==> src/rtl/fpu_pkg.sv <==
// Shared types and opcodes for the FP op scheduler.
package fpu_pkg;

  localparam logic [2:0] OP_ADD = 3'd0;
  localparam logic [2:0] OP_SUB = 3'd1;
  localparam logic [2:0] OP_MUL = 3'd2;
  localparam logic [2:0] OP_DIV = 3'd3;
  localparam logic [2:0] OP_CMP = 3'd4;

  typedef enum logic [1:0] {IDLE, ISSUE, WAIT, RESP} state_t;

  typedef logic [31:0] fp32_t;

  // One latched request: opcode, operands and the owning requester.
  typedef struct packed {
    logic [2:0] op;
    fp32_t      a;
    fp32_t      b;
    logic       id;
  } op_req_t;

  // Opcodes 5..7 have no ALU function behind them.
  function automatic logic op_legal(input logic [2:0] op);
    return op <= OP_CMP;
  endfunction

endpackage

==> src/rtl/rr_arbiter2.sv <==
// Two-way round-robin arbiter; pointer names the requester with priority.
module rr_arbiter2 (
  input  logic       clk,
  input  logic       rst_n,
  input  logic [1:0] req,
  input  logic       en,
  input  logic       accept,
  output logic [1:0] gnt
);

  logic ptr_q;

  // Grant the pointer requester if it asks, otherwise the other one.
  always_comb begin
    gnt = 2'b00;
    if (en) begin
      if (req[ptr_q])       gnt[ptr_q]  = 1'b1;
      else if (req[!ptr_q]) gnt[!ptr_q] = 1'b1;
    end
  end

  // On every accepted grant, priority passes to the requester that lost.
  always_ff @(posedge clk or negedge rst_n) begin
    if (!rst_n)      ptr_q <= 1'b0;
    else if (accept) ptr_q <= !gnt[1];
  end

endmodule

==> src/rtl/fpu_op_scheduler.sv <==
// Shares one FP ALU between two requesters: arbitrate, issue, wait, respond.
module fpu_op_scheduler
  import fpu_pkg::*;
#(
  parameter int LAT_ADD = 4,
  parameter int LAT_MUL = 4,
  parameter int LAT_DIV = 8,
  parameter int LAT_CMP = 2,
  parameter int CNT_W   = 4
) (
  input  logic             clk,
  input  logic             rst_n,
  input  logic [1:0]       req_valid,
  output logic [1:0]       req_ready,
  input  logic [1:0][2:0]  req_op,
  input  logic [1:0][31:0] req_a,
  input  logic [1:0][31:0] req_b,
  output logic [1:0]       rsp_valid,
  input  logic [1:0]       rsp_ready,
  output logic [31:0]      rsp_data,
  output logic [2:0]       rsp_flags,
  output logic             rsp_err,
  output logic [2:0]       alu_op,
  output logic [31:0]      alu_a,
  output logic [31:0]      alu_b,
  input  logic [31:0]      alu_out,
  input  logic             alu_eq,
  input  logic             alu_gt,
  input  logic             alu_lt,
  output logic             busy
);

  state_t           state_q, state_d;
  op_req_t          cur_q;
  logic [CNT_W-1:0] cnt_q, lat_m1;
  logic [1:0]       gnt;
  logic             hs, win_id;

  rr_arbiter2 u_arb (
    .clk    (clk),
    .rst_n  (rst_n),
    .req    (req_valid),
    .en     (state_q == IDLE),
    .accept (hs),
    .gnt    (gnt)
  );

  assign req_ready = gnt;
  assign hs        = |(req_valid & gnt);
  assign win_id    = gnt[1];

  // ALU inputs come straight from the latch, so they stay put until the next grant.
  assign alu_op    = cur_q.op;
  assign alu_a     = cur_q.a;
  assign alu_b     = cur_q.b;
  assign busy      = (state_q != IDLE);
  assign rsp_valid = (state_q == RESP) ? (cur_q.id ? 2'b10 : 2'b01) : 2'b00;

  // Wait length minus one, since the capture happens on the count==0 cycle.
  always_comb begin
    lat_m1 = '0;
    case (cur_q.op)
      OP_ADD, OP_SUB: lat_m1 = CNT_W'(LAT_ADD - 1);
      OP_MUL:         lat_m1 = CNT_W'(LAT_MUL - 1);
      OP_DIV:         lat_m1 = CNT_W'(LAT_DIV - 1);
      OP_CMP:         lat_m1 = CNT_W'(LAT_CMP - 1);
      default:        lat_m1 = '0;
    endcase
  end

  // Next-state logic for the single-op-in-flight sequence.
  always_comb begin
    state_d = state_q;
    case (state_q)
      IDLE:  if (hs) state_d = ISSUE;
      ISSUE: state_d = op_legal(cur_q.op) ? WAIT : RESP;
      WAIT:  if (cnt_q == '0) state_d = RESP;
      RESP:  if (rsp_ready[cur_q.id]) state_d = IDLE;
      default: state_d = IDLE;
    endcase
  end

  // State register.
  always_ff @(posedge clk or negedge rst_n) begin
    if (!rst_n) state_q <= IDLE;
    else        state_q <= state_d;
  end

  // Request latch, latency counter and response capture.
  always_ff @(posedge clk or negedge rst_n) begin
    if (!rst_n) begin
      cur_q     <= '0;
      cnt_q     <= '0;
      rsp_data  <= '0;
      rsp_flags <= '0;
      rsp_err   <= 1'b0;
    end else begin
      case (state_q)
        IDLE: if (hs) cur_q <= '{op: req_op[win_id], a: req_a[win_id],
                                 b: req_b[win_id], id: win_id};
        ISSUE: begin
          cnt_q <= lat_m1;
          if (!op_legal(cur_q.op)) begin
            rsp_data  <= '0;
            rsp_flags <= '0;
            rsp_err   <= 1'b1;
          end
        end
        WAIT: begin
          if (cnt_q == '0) begin
            // Compares report only flags; arithmetic ops report only data.
            rsp_data  <= (cur_q.op == OP_CMP) ? '0 : alu_out;
            rsp_flags <= (cur_q.op == OP_CMP) ? {alu_lt, alu_gt, alu_eq} : 3'b000;
            rsp_err   <= 1'b0;
          end else begin
            cnt_q <= cnt_q - CNT_W'(1);
          end
        end
        default: ;
      endcase
    end
  end

endmodule

==> config.mk <==
export PLATFORM = sky130hd
export DESIGN_NAME = fpu_op_scheduler
export DESIGN_NICKNAME = d
export VERILOG_FILES = /design/src/rtl/fpu_pkg.sv /design/src/rtl/rr_arbiter2.sv /design/src/rtl/fpu_op_scheduler.sv
export SDC_FILE = /design/constraint.sdc
export NUM_CORES = 1
export LEC_CHECK = 0
export CORE_MARGIN = 4
export CORE_UTILIZATION = 42
export CTS_BUF_LIST = sky130_fd_sc_hd__clkbuf_4 sky130_fd_sc_hd__clkbuf_8
export CTS_CLUSTER_DIAMETER = 120
export CTS_CLUSTER_SIZE = 14
export DETAILED_ROUTE_END_ITERATION = 8
export PLACE_DENSITY = 0.83
export SLEW_MARGIN = 20
export SYNTH_ARGS = -nofsm -noshare
export SYNTH_HDL_FRONTEND = slang
export SYNTH_HIERARCHICAL = 1
export SYNTH_SLANG_ARGS = --single-unit
==> constraint.sdc <==
create_clock -name clk -period 2.31 [get_ports clk]
set_input_delay 0.462 -clock clk [delete_from_list [all_inputs] [get_ports clk]]
set_output_delay 0.462 -clock clk [all_outputs]
set_load 0.05 [all_outputs]
# Word level (Yosys, flattened, before mapping)
# Cells that the tools add are included.
[classes]
n_mux = 40
n_bitwise = 1
addsub = 1
n_reduce_logical = 15
n_lt_le_gt_ge = 7
eq_ne = 12
[ops]
columns = ["cell", "count"]
rows = [
  ["2-to-1 mux 32 bit", 7],
  ["one-hot mux 32 bit (2 select lines)", 1],
  ["2-to-1 mux 2 bit", 8],
  ["2-to-1 mux 3 bit", 5],
  ["2-to-1 mux 1 bit", 11],
  ["one-hot mux 3 bit (3 select lines)", 1],
  ["< comparator 1 x 2 -> 1 bit (second input constant)", 4],
  ["inequality test 2 bit (second input constant)", 4],
  ["one-hot mux 2 bit (4 select lines)", 1],
  ["one-hot mux 4 bit (2 select lines)", 1],
  ["== test 3 x 2 -> 1 bit (second input constant)", 2],
  ["one-hot mux 3 bit (2 select lines)", 1],
  ["AND reduction 3 bit", 2],
  ["== test 2 bit (second input constant)", 2],
  ["logical NOT 4 bit", 1],
  ["2-to-1 mux 4 bit", 1],
  ["AND reduction 2 bit", 2],
  ["nonzero test 2 bit", 2],
  ["subtractor 4 x 1 -> 4 bit (second input constant)", 1],
  ["== test 3 x 1 -> 1 bit (second input constant)", 1],
  ["== test 3 bit (second input constant)", 1],
  ["<= comparator 3 bit (second input constant)", 1],
  ["logical NOT 3 bit", 1],
  ["OR reduction 3 bit", 1],
  ["other kinds (10)", 14],
]
[totals]
word_cells = 86
in_bits = 175
register_bits = 111

# Depth between registers and ports, before layout
[logic_depth]
ltp_word = 12
ltp_mapped = 10

# Hierarchy
# The synthesis kept the hierarchy.
[modules_own_cells]
columns = ["mod", "area_per_inst_um2", "instances", "cells_per_inst"]
rows = [
  ["fpu_op_scheduler", 5584.1, 1, 568],
  ["rr_arbiter2", 66.3, 1, 7],
]

# Least setup slack after synthesis
# Ideal clock, no wire load.
[synth_path]
path_kind = "reg2reg"
start = "register state_q[0]"
end = "register cur_q, in the netlist alu_a[0]"
t_required_ns = 2.177
arrival_ns = 2.447
slack_ns = -0.270
setup_ns = 0.133
path_stages_with_launch = 11
path_buffers = 2
cell_sequence = "dfrtp_1 > inv_1 > ha_1 > nand2_1 > a21oi_1 > a22o_4 > nand2_4 > buf_6 > buf_4 > nand2_1 > o21ai_0"
[synth_between]
elab_chain_cells = 5
elab_cells_between_ends = 7
classes_between = "3 x mux; 1 x bitwise; 3 x reduce/logical"
[synth_lines]
columns = ["item", "line_no", "source"]
rows = [
  ["start: declaration", "fpu_op_scheduler.sv:33", "state_t state_q, state_d;"],
  ["start signal: assignment", "fpu_op_scheduler.sv:86", "else state_q <= state_d;"],
  ["logical NOT 2 bit", "fpu_op_scheduler.sv:43", ".en (state_q == IDLE),"],
  ["2-to-1 mux 2 bit", "rr_arbiter2.sv:16", "if (en) begin"],
  ["via req_ready[0]", "fpu_op_scheduler.sv:14", "output logic [1:0] req_ready,"],
  ["AND 2 bit", "fpu_op_scheduler.sv:49", "assign hs = |(req_valid & gnt);"],
  ["OR reduction 2 bit", "fpu_op_scheduler.sv:49", ""],
  ["via hs", "fpu_op_scheduler.sv:37", "logic hs, win_id;"],
  ["AND reduction 2 bit (no source line)", "n/a", ""],
  ["end signal: assignment", "fpu_op_scheduler.sv:99", "IDLE: if (hs) cur_q <= '{op: req_op[win_id], a: req_a[win_id],"],
  ["end: declaration", "fpu_op_scheduler.sv:34", "op_req_t cur_q;"],
]
# The timed path passes the listed nets, and every way through them passes these cells. The select of a mux whose other input is x is not followed.
# A chain may end at the register's enable or synchronous reset.

# Worst setup path in the final report
[layout_path]
start = "register state_q[0]"
end = "output req_ready[1]"
[layout_between]
elab_chain_cells = 2
[layout_lines]
columns = ["item", "line_no"]
rows = [
  ["logical NOT 2 bit", "fpu_op_scheduler.sv:43"],
  ["2-to-1 mux 2 bit", "rr_arbiter2.sv:16"],
  ["end: declaration", "fpu_op_scheduler.sv:14"],
]
# No other way between the ends.

==> results <==
==> worst max-delay path, cell delays in order, from the launching register on <==
cell,delay [ps]
dfrtp_1,460
inv_1,120
ha_2,270
and3_4,240
buf_12,170
buf_12,150
==> cell usage after synthesis, drive strengths merged <==
master  instances
inv             8
nand2b          2
mux2            4
a221oi          2
clkbuf          9
and3            3
mux2i          69
or3             1
xnor2           1
o211ai          3
buf            91
nor2b           1
a41oi           1
a21oi           4
dfrtp         111
o221ai          1
nor3b           1
nor3            2
o31ai           1
o21a            1
nand3           1
a22o            1
nand2         142
o21ai         103
ha              5
and2            1
nor2            6
==> worst max path at each step <==
stage,start,endpoint,slack [ps],depth (start not counted)
4_1_cts,state_q[0],req_ready[1],0.9,5
6_report,state_q[0],req_ready[1],90,5
2_1_floorplan,state_q[0],alu_a[0],20,8
3_5_place_dp,req_valid[0],alu_b[9],60,7
3_3_place_gp,req_valid[1],alu_a[20],120,6
5_1_grt,state_q[1],req_ready[1],20,5
==> metal layers <==
metal | track usage [%] | vias to the layer above | wire length [µm]
met5 | 0 | - | 0
met3 | 7.357 | 24 | 1589
met1 | 20.98 | 2063 | 5642
met4 | 5.065 | 0 | 284
met2 | 32.31 | 211 | 7377
li1 | - | 2261 | -
==> registers in the layout (all words and copies together) (netlist names), 2 cells and up <==
signal / count
alu_a: 32
alu_b: 32
alu_op: 3
cnt_q: 4
rsp_data: 32
rsp_flags: 3
state_q: 2
==> kinds of logic (layout without fill, tap and decap cells) <==
group	Yosys count	count (layout)
AND/OR/NAND/NOR	160	160
AO/OA/AOI/OAI	117	117
flip-flops	111	111
buffers and inverters	108	320
multiplexers	73	73
adder cells (fa/ha/maj)	5	5
XOR/XNOR	1	1
==> final cells by class <==
| class | instances | area (µm²) |
|---|---|---|
| clock buffers | 10 | 131.4 |
| repair buffers | 297 | 3033 |
| well taps | 176 | 220.2 |
| multi-input cells | 356 | 2160 |
| flip-flops and latches | 111 | 2778 |
| clock inverters | 5 | 36.28 |
| inverters | 8 | 30.03 |
| fillers | 1090 | 4802 |
==> report_power, final <==
group	internal, W	switching, W	total, W
combinational	0.00257	0.00468	0.00725
clock	0.000399	0.000627	0.00103
sequential	0.00275	0.000504	0.00325
==> metrics by stage <==
step / worst slack [ps] / total power (W)
CTS: 0.9257 / 0.01164
floorplan: 16.62 / 0.008868
global placement: 122.2 / 0.01040
finish: 91.52 / 0.01153
detailed placement: 57.76 / 0.01059
global route: 16.50 / 0.01223
==> what timing repair did <==
item / in CTS / in global routing
gates resized for setup: 0 / 1
hold buffers: 1 / 0
setup endpoints to repair: 0 / 1
endpoints found under the hold margin: 22 / 0
==> metrics.md <==
| Metric | Value |
|---|---|
| Outcome | `complete, no violations` |
| Die width | `124.0 µm` |
| CP required | `around 1900 ps` |
| Placed instance count | `about 950` |
| RSZ-0062 raised after global routing | `false` |
| Number of I/O pins | `about 280` |
| Overall Global Routing Usage | `roughly 18%` |
| Vias | `roughly 4600` |
| Most frequent cells in the layout | `clkdlybuf4s50_1 (275), nand2_1 (141), dfrtp_1 (111)` |
| Simple-gate share of the synthesized area | `~12%` |
| Net count after synthesis | `between 700 and 800` |
| Final critical-path required period | `roughly 2200 ps` |
| Clk buf depth | `2` |
| Synthesized cell area | `approximately 0.0057 mm²` |
| Root Buffer | `clkbuf_8` |
| Share of cells above drive strength 1 | `between 6 and 7%` |
| Mux cell area share after synthesis | `between 10% and 20%` |
| Largest family of logic cells by synthesized area | `multiplexers` |
| Hold path cells | `2` |
| RD Place Congestion | `roughly 0.83` |
| VDD IR-drop max | `slightly above 0.7 mV` |
| Finish-stage setup viols | `0` |
| Crit share post-route | `approximately 96%` |
| Worst Max-Slew Pin Slew | `between 500 and 600 ps` |
| Max-slew headroom | `62.65%` |
| Synth unique cells | `38` |
| Clock Skew | `roughly 12 ps` |
| Vias/cell | `about 4.7` |
| Sink of the worst hold path | `alu_b[13]` |
| Peak Freq | `between 400 and 500 MHz` |
| HPWL after DPL | `between 10 and 15 mm` |
| Post-Synthesis Cells | `575` |
| Worst Path Max Fanout | `13` |
| TritonCTS clock tree | `yes` |
| Die H | `124.0 µm` |
| YS warnings | `6` |
| Clk pin slew, worst setup/hold paths | `100 ps` |
| Skew-Pair Late Insertion Delay | `about 360 ps` |
| Adder-Cell Fraction of Synth Area | `approximately 1.1%` |
| Commonest non-fill, non-tap cell in the layout | `clkdlybuf4s50_1` |
| Iteration-0 DRC Markers | `between 200 and 300` |
| ANT cells | `0` |
| Final nets | `around 960` |
| Largest net degree at the start of global routing | `73` |
| Final slew viol count | `0` |
| Count of buffers from port buffering | `282` |
| CP Capture Type | `output pin` |
| Min-delay src | `alu_b[13]` |
| Die area | `about 0.015 mm²` |
| Worst min path class | `reg2reg` |
| Vias in the first global route | `around 4600` |
| Leakage | `3.492 nW` |
| Sequential share of the synthesized area | `between 40% and 50%` |
| Post-route DRC violation count | `0` |
| Final instance area | `around 0.0084 mm²` |
| Initial antenna violation count | `0` |
| Final TNS setup | `0 ps` |
| Hold Slack | `about 500 ps` |
| Detailed-router iteration count before antenna repair | `5` |
| Clock Sink Count | `111` |
| Routed WL | `~15 mm` |
| Number of core rows | `between 40 and 50` |
| Compound-Gate Fraction of Synth Area | `between 10% and 20%` |
| Finished Core Util | `63.59%` |
| Final Non-Filler Cells | `963` |
| Layout area overhead | `48.45%` |
| Synth Register Bits | `roughly 110` |
| Core footprint | `around 0.013 mm²` |
| Grt total ovfl | `0` |
| Top post-synthesis cells by area | `dfrtp_1 (49%), mux2i_1 (12%), buf_4 (9.8%)` |
| RR Endpoint | `alu_b[9]` |
| H-tree Lvls | `3` |
| Initial Util | `~43%` |
| Reg2reg start | `state_q[0]` |
| CP arrival | `around 1800 ps` |
| Drt wl/cell | `~15 µm` |
| Post-placement cell area | `0.008208 mm²` |
| XOR/XNOR Fraction of Synth Area | `less than 1%` |
| Critical path class | `reg2out` |
| Biggest area consumer among synthesized cells | `dfrtp_1` |
| Post-CTS setup repair buffer count | `0` |
| TritonCTS Buffers | `9` |
| Final Hold Vio Count | `0` |
| Global-route wire length before repair | `about 22 mm` |
| Power Dens Cells | `approximately 1400 mW/mm²` |
| Syn avg cell area | `about 9.8 µm²` |
| # Max-Cap Violations | `0` |
| Flop2flop setup slack | `310 ps` |
| Critical path launch point type | `register` |
| FF-to-FF path depth | `8` |
| Antenna viol nets, final | `0` |
| Yosys top cell area share | `about half` |
Power figures use the tool's default switching activity.
